==> config.mk <==
export PLATFORM = sky130hd
export DESIGN_NAME = fsm_seq_detect_mc
export DESIGN_NICKNAME = d
export VERILOG_FILES = /design/src/rtl/fsm_seq_pkg.sv /design/src/rtl/fsm_seq_chan.sv /design/src/rtl/fsm_seq_detect_mc.sv
export SDC_FILE = /design/constraint.sdc
export NUM_CORES = 1
export LEC_CHECK = 0
export ABC_AREA = 0
export CAP_MARGIN = 20
export CELL_PAD_IN_SITES_DETAIL_PLACEMENT = 1
export CELL_PAD_IN_SITES_GLOBAL_PLACEMENT = 1
export CORE_ASPECT_RATIO = 0.8
export CORE_MARGIN = 2
export CORE_UTILIZATION = 34
export CTS_BUF_LIST = sky130_fd_sc_hd__clkbuf_2 sky130_fd_sc_hd__clkbuf_4 sky130_fd_sc_hd__clkbuf_8
export DETAILED_ROUTE_END_ITERATION = 16
export PLACE_DENSITY_LB_ADDON = 0.1
export SLEW_MARGIN = 30
export SYNTH_ARGS = -nofsm -noshare
export SYNTH_HDL_FRONTEND = slang
export SYNTH_HIERARCHICAL = 1
export SYNTH_SLANG_ARGS = --single-unit
==> constraint.sdc <==
create_clock -name clk -period 1.6 [get_ports clk]
set_clock_uncertainty 0.2 [all_clocks]
set_input_delay 0.16 -clock clk [delete_from_list [all_inputs] [get_ports clk]]
set_output_delay 0.16 -clock clk [all_outputs]
set_load 0.03 [all_outputs]
==> src/rtl/fsm_seq_pkg.sv <==
// Shared definitions for the multi-channel sequence detector:
// state encoding and event codes.
package fsm_seq_pkg;

    localparam int STW = 3;

    typedef enum logic [STW-1:0] {
        S0 = 3'd0,
        S1 = 3'd1,
        S2 = 3'd2,
        S3 = 3'd3,
        S4 = 3'd4,
        S5 = 3'd5
    } state_t;

    localparam int EVT_NONE = 0;
    localparam int EVT_A    = 1;
    localparam int EVT_B    = 2;

endpackage

==> src/rtl/fsm_seq_chan.sv <==
// One detector channel: six-state FSM that advances on valid bits,
// plus sticky flag y, one-cycle event code x and a saturating event counter.
module fsm_seq_chan
    import fsm_seq_pkg::*;
#(
    parameter int XW   = 8,
    parameter int CNTW = 16
) (
    input  logic            clk,
    input  logic            rst_n,
    input  logic            i,
    input  logic            i_vld,
    input  logic            cnt_clr,
    output logic            y,
    output logic [XW-1:0]   x,
    output logic [CNTW-1:0] evt_cnt,
    output logic [STW-1:0]  st
);

    localparam logic [CNTW-1:0] CNT_MAX = '1;

    state_t          state;
    state_t          state_nxt;
    logic [XW-1:0]   evt_nxt;

    always_ff @(posedge clk) begin
        if (!rst_n) begin
            state <= S0;
            x     <= '0;
            y     <= 1'b0;
        end else begin
            state <= state_nxt;
            x     <= evt_nxt;
            // y follows the state being left, so it lags st by one cycle
            if (state == S2) begin
                y <= 1'b1;
            end else if (state == S5) begin
                y <= 1'b0;
            end
        end
    end

    always_comb begin
        state_nxt = state;
        evt_nxt   = XW'(EVT_NONE);
        case (state)
            S0: if (i_vld) state_nxt = i ? S1 : S0;
            S1: begin
                if (i_vld) begin
                    if (i) begin
                        state_nxt = S2;
                        evt_nxt   = XW'(EVT_A);
                    end else begin
                        state_nxt = S3;
                    end
                end
            end
            S2: if (i_vld) state_nxt = i ? S0 : S4;
            S3: if (i_vld) state_nxt = S1;
            S4: begin
                if (i_vld) begin
                    if (i) begin
                        state_nxt = S3;
                        evt_nxt   = XW'(EVT_B);
                    end else begin
                        state_nxt = S5;
                    end
                end
            end
            S5: if (i_vld) state_nxt = i ? S2 : S0;
            // illegal encodings recover without waiting for a valid bit
            default: state_nxt = S0;
        endcase
    end

    always_ff @(posedge clk) begin
        if (!rst_n) begin
            evt_cnt <= '0;
        end else if (cnt_clr) begin
            evt_cnt <= '0;
        end else if ((x != '0) && (evt_cnt != CNT_MAX)) begin
            evt_cnt <= evt_cnt + CNTW'(1);
        end
    end

    assign st = state;

endmodule

==> src/rtl/fsm_seq_detect_mc.sv <==
// Multi-channel serial sequence detector: CH independent channels,
// outputs packed channel-major (channel c in the c-th slice).
module fsm_seq_detect_mc
    import fsm_seq_pkg::*;
#(
    parameter int CH   = 4,
    parameter int XW   = 8,
    parameter int CNTW = 16
) (
    input  logic                clk,
    input  logic                rst_n,
    input  logic [CH-1:0]       i,
    input  logic [CH-1:0]       i_vld,
    input  logic                cnt_clr,
    output logic [CH-1:0]       y,
    output logic [CH*XW-1:0]    x,
    output logic [CH*CNTW-1:0]  evt_cnt,
    output logic [CH*STW-1:0]   st
);

    for (genvar c = 0; c < CH; c++) begin : gen_chan
        fsm_seq_chan #(
            .XW   (XW),
            .CNTW (CNTW)
        ) u_chan (
            .clk     (clk),
            .rst_n   (rst_n),
            .i       (i[c]),
            .i_vld   (i_vld[c]),
            .cnt_clr (cnt_clr),
            .y       (y[c]),
            .x       (x[c*XW +: XW]),
            .evt_cnt (evt_cnt[c*CNTW +: CNTW]),
            .st      (st[c*STW +: STW])
        );
    end

endmodule

### Word level (Yosys, flattened, before mapping)

Index checks and enable logic that the tools add are counted.

| storage, ports and cells | value |
|---|---|
| bits in registers | 112 |
| bits of input ports | 11 |
| output and inout bits | 112 |
| word-level logic and storage cells | 166 |

| operators by class | value |
|---|---|
| add/sub/neg operators | 4 |
| eq/ne operators | 48 |
| mux-type cells | 76 |
| bitwise operators | 1 |
| reductions and logical operators | 21 |

Operators with widths:

| cell | count |
|---|---|
| $mux W3 | 32 |
| $pmux W3 S6 | 4 |
| $add A16 B1 Y16 const B | 4 |
| $mux W8 | 8 |
| $ne A16 B16 Y1 const B | 4 |
| $pmux W8 S2 | 4 |
| $ne A2 B2 Y1 const B | 24 |
| $reduce_bool A8 Y1 | 4 |
| $eq A3 B2 Y1 const B | 8 |
| $eq A3 B3 Y1 const B | 8 |
| $reduce_and A6 Y1 | 4 |
| $mux W1 | 20 |
| $mux W2 | 8 |
| $eq A3 B1 Y1 const B | 4 |
| $logic_not A3 Y1 | 4 |
| $reduce_bool A2 Y1 | 4 |
| $logic_and A1 B1 Y1 | 4 |
| $reduce_or A2 Y1 | 1 |
| $not A1 Y1 | 1 |

### Logic depth before layout (Yosys ltp)

| logic depth | value |
|---|---|
| word-level depth | 3 |
| mapped depth | 6 |
| gate-level depth less buffers | 5 |

### Modules after synthesis

The synthesis kept the hierarchy.

Modules (own cells, without submodules):

| module | times used | cells each | area an instance (µm²) | sequential area each (µm²) |
|---|---|---|---|---|
| fsm_seq_chan (gen_chan[0].u_chan ...) | 3 | 137 | 1,191.1 | 440.4 |
| fsm_seq_chan (gen_chan[3].u_chan) | 1 | 133 | 1,141.1 | 440.4 |

### Worst setup path after synthesis

OpenSTA, ideal clock, no wires.

| timing | value |
|---|---|
| path kind | register to register |
| start | reg gen_chan[3].u_chan.evt_cnt[0] |
| end | reg gen_chan[3].u_chan.evt_cnt[14] |
| library setup time | 0.070 ns |
| data arrival time | 1.621 ns |
| data required time | 1.330 ns |
| slack | -0.290 ns |
| stages on the path, launching flop included | 6 |
| path buffers | 0 |
| clock period less this slack | 1.890 ns |
| path through | dfxtp_1 ha_1 o2111a_1 nand2_1 or4_1 a21oi_1 |

| on the way | value |
|---|---|
| cells in the longest elaborated chain, start to end | 2 |
| elaborated cells on any way between the ends | 3 |
| those cells by class | 1 x add/sub; 1 x eq/ne; 1 x reduce/logical |

Ends and longest elaborated chain:

| item | RTL line | RTL |
|---|---|---|
| start: declaration | fsm_seq_chan.sv:16 | `output logic [CNTW-1:0] evt_cnt,` |
| start signal: assignment | fsm_seq_chan.sv:82 | `evt_cnt <= evt_cnt + CNTW'(1);` |
| parallel branches: the longest is 2 deep, another holds $add A16 B1 Y16 | -- |  |

Parallel ways; which one is timed is not known.
A chain may end at the register's enable or synchronous reset.

### Worst setup path after layout

| timing | value |
|---|---|
| start | reg gen_chan[3].u_chan.evt_cnt[1] |
| end | reg gen_chan[3].u_chan.evt_cnt[5] |

Same word-level chain as after synthesis.

==> flow_summary_export.csv <==
group,metric,value,unit
outcome,status,"finished, violations left",
outcome,violations,"negative setup slack",
route,first_pass_iters,4,
synth,synth_xor_area_share,1.115,%
synth,syn-mean-instance-area,8.666,sq um
grt,grt_pass1_wl,26400,um
setup_path,arrival,1.85,ns
synth,synthesis.area,4715,sq um
cts,root_buffer,"clkbuf_8",
cts,clk_latency,0.37,ns
sta,setup_viol,42,
floorplan,die_h,109.3,um
synth,synthFlopType,"dfxtp_1",
cts,clockBufferDepth,2,
sta,min_period,1.751,ns
synth,yosysMostFrequentCell,"dfxtp_1",
synth,async_flop_share,0,%
route,vias_per_cell,5.378,
synth,muxShareOfSynthArea,1.062,%
finish,layout-drive-gt1-share,51.51,%
floorplan,ios,123,
finish,area_growth,69.08,%
power,irDropWorstVdd,0.6379,mV
setup_path,cp-start-kind,"flop",
synth,synth_edf_count,0,
floorplan,die-area,14830,sq um
place,io_buffer_count,98,
power,p_int,3.014,mW
synth,netlist.area_leader.share,37.37,%
grt,grt_pass1_vias,5242,
power,p_leak,3.210,nW
cts,holdBufCountCts,0,
synth,yosys_warnings,6,
route,antenna_left,0,
min_path,hp-class,"input pin to flop",
route,drtIter0Drc,257,
synth,syn_inst,544,
place,hpwl,11820,um
cts,numCtsBuffers,9,
setup_path,crit_type,"flop to flop",
power,p_comb_share,11.0,%
sta,rsz0062_at_grt,"yes",
setup_path,required,1.70,ns
floorplan,rows,38,
sta,final.setup.worst_slack,-0.1508,ns
place,gp_congestion,0.8563,
route,num_vias,5249,
power,pwr-share-seq,51.5,%
flow_run,max_cap_violations,0,
place,placedCellCount,927,
cts,cts_tree,"built",
setup_path,end_kind,"flop",
power,switchingPower,1.144,mW
grt,grt.overflow.total,0,
synth,synth_top_family_by_area,"simple AND/OR/NAND/NOR gates",
route,post_drt_wl_per_cell,17.99,um
finish,n_antenna_cell,0,
synth,yosysSeqAreaShare,37.37,%
finish,nNetsFinal,806,
sta,maxSlewViolCount,0,
floorplan,die_w,135.7,um
grt,grt_usage,22.32,%
sta,hold_viol_final,0,
sta,holdWs,0.2724,ns
cts,cts_sinks,88,
synth,synthAdderAreaFrac,1.062,%
sta,min_period_over_period,109.4,%
setup_path,crit_fanout,7,
power,p_clk_share,37.5,%
sta,max_freq,571.2,MHz
synth,netlist-cell-type-count,53,
grt,antenna_found_initial,0,
synth,synth_compound_area_share,22.56,%
synth,synthTopCellsByCount,"dfxtp_1, a21oi_1, nand2_1",
synth,ys_ff_latch,88,
power,swShare,27.51,%
finish,instances_no_fill,976,
cts,htree_num_levels,3,
power,powerDensity,521.6,nW/um^2
finish,final_core_util,58.83,%
floorplan,initial_utilization,34.79,%
finish,nFillCells,1558,
synth,synth_top_area_cell,"dfxtp_1",
synth,synthSimpleGateAreaFrac,30.63,%
synth,yosys-top-cells-area,"dfxtp_1, a21oi_1, buf_4",
route,drc,0,
grt,grt_start_max_net_pins,14,
floorplan,core,13550,sq um
route,routed_wl,17560,um
cts,cts.clk_slew.worst_paths,0.08,ns
-- state kept, by name, summed over array words and instances (netlist names) --
register and flops:
gen_chan.u_chan/st 12, gen_chan.u_chan/x 8, gen_chan.u_chan/y 4, gen_chan.u_chan/evt_cnt 64
-- logic make-up after synthesis --
group | count (synthesis)
fa+ha+maj | 4
xor+xnor | 6
other cells | 4
simple gates | 236
flops | 88
mux | 5
buf+inv | 43
compound gates | 158
-- layout make-up --
type	count	area, sq um	share of cell area [%]
clock inverters	5	47.55	0.5965
clock buffers	11	138.9	1.742
repair buffers	249	2113	26.51
inverters	10	37.54	0.4709
well taps	180	225.2	2.825
flip-flops and latches	88	2002	25.11
multi-input cells	433	3407	42.74
-- per-stage QoR --
stage               area, sq um  setup TNS, ns  setup slack (ns)  power [mW]
floorplan                  5102        -0.1105          -0.04954       2.507
global placement           6943         -5.811           -0.2322       2.649
detailed placement         6943         -8.738           -0.2938       2.665
CTS                        7473         -1.496           -0.1400       4.222
global route               7971         -5.362           -0.2145       4.330
finish                     7971         -2.107           -0.1508       4.158
-- power groups by stage --
| stage | Sequential [mW] | Combinational, mW | Clock, mW |
|---|---|---|---|
| after detailed placement | 2.20 | 0.466 | 0 |
| final | 2.14 | 0.457 | 1.56 |
| after floorplan | 2.27 | 0.242 | 0 |
| after global routing | 2.15 | 0.492 | 1.69 |
| after global placement | 2.20 | 0.452 | 0 |
| after CTS | 2.15 | 0.450 | 1.63 |
-- timing repair --
action,4_1_cts,5_1_grt
gates resized for setup,208,115
setup buffers,12,20
hold endpoints to repair,0,0
pin swaps,36,55
cloned,1,0
setup endpoints to repair,132,77
-- worst max-delay path: stages (launching register included) --
cell and delay (ns):
dfxtp_4 0.37, ha_4 0.16, nand4_1 0.12, nor4_2 0.06, buf_4 0.17, or4_4 0.49, a21oi_2 0.12
-- layout by cell type, fill, tap and decap left out, types with 12 or more instances in the layout --
cell type,instances
buf_4,129
dfxtp_4,60
nor2b_1,21
nand2_1,36
o21ai_0,14
o31ai_1,13
nor2_1,30
dlygate4sd2_1,37
dfxtp_2,12
buf_6,24
dfxtp_1,16
clkbuf_2,14
a21oi_1,32
a21oi_2,15
and4_4,12
nand4_1,21
or3_1,12
clkdlybuf4s15_2,24
conb_1,24
nand3_1,15
-- metal layers --
| layer | GRT usage [%] | vias up | wire length [um] |
|---|---|---|---|
| met2 | 38.96 | 121 | 8902 |
| met3 | 4.288 | 22 | 640 |
| li1 | - | 2540 | - |
| met4 | 5.655 | 0 | 276 |
| met1 | 28.51 | 2566 | 7742 |
| met5 | 0 | - | 0 |
-- final timing paths --
kind                                               startpoint                       endpoint  slack [ns]  cells after the start
worst max-delay path            gen_chan[3].u_chan/evt_cnt[1]  gen_chan[3].u_chan/evt_cnt[5]       -0.15                      6
worst min-delay path                                     i[0]       gen_chan[0].u_chan/st[1]        0.27                      3
worst max register to register  gen_chan[3].u_chan/evt_cnt[1]  gen_chan[3].u_chan/evt_cnt[5]       -0.15                      6
worst min register to register           gen_chan[0].u_chan/y           gen_chan[0].u_chan/y        0.31                      2
Power figures use the tool's default switching activity.
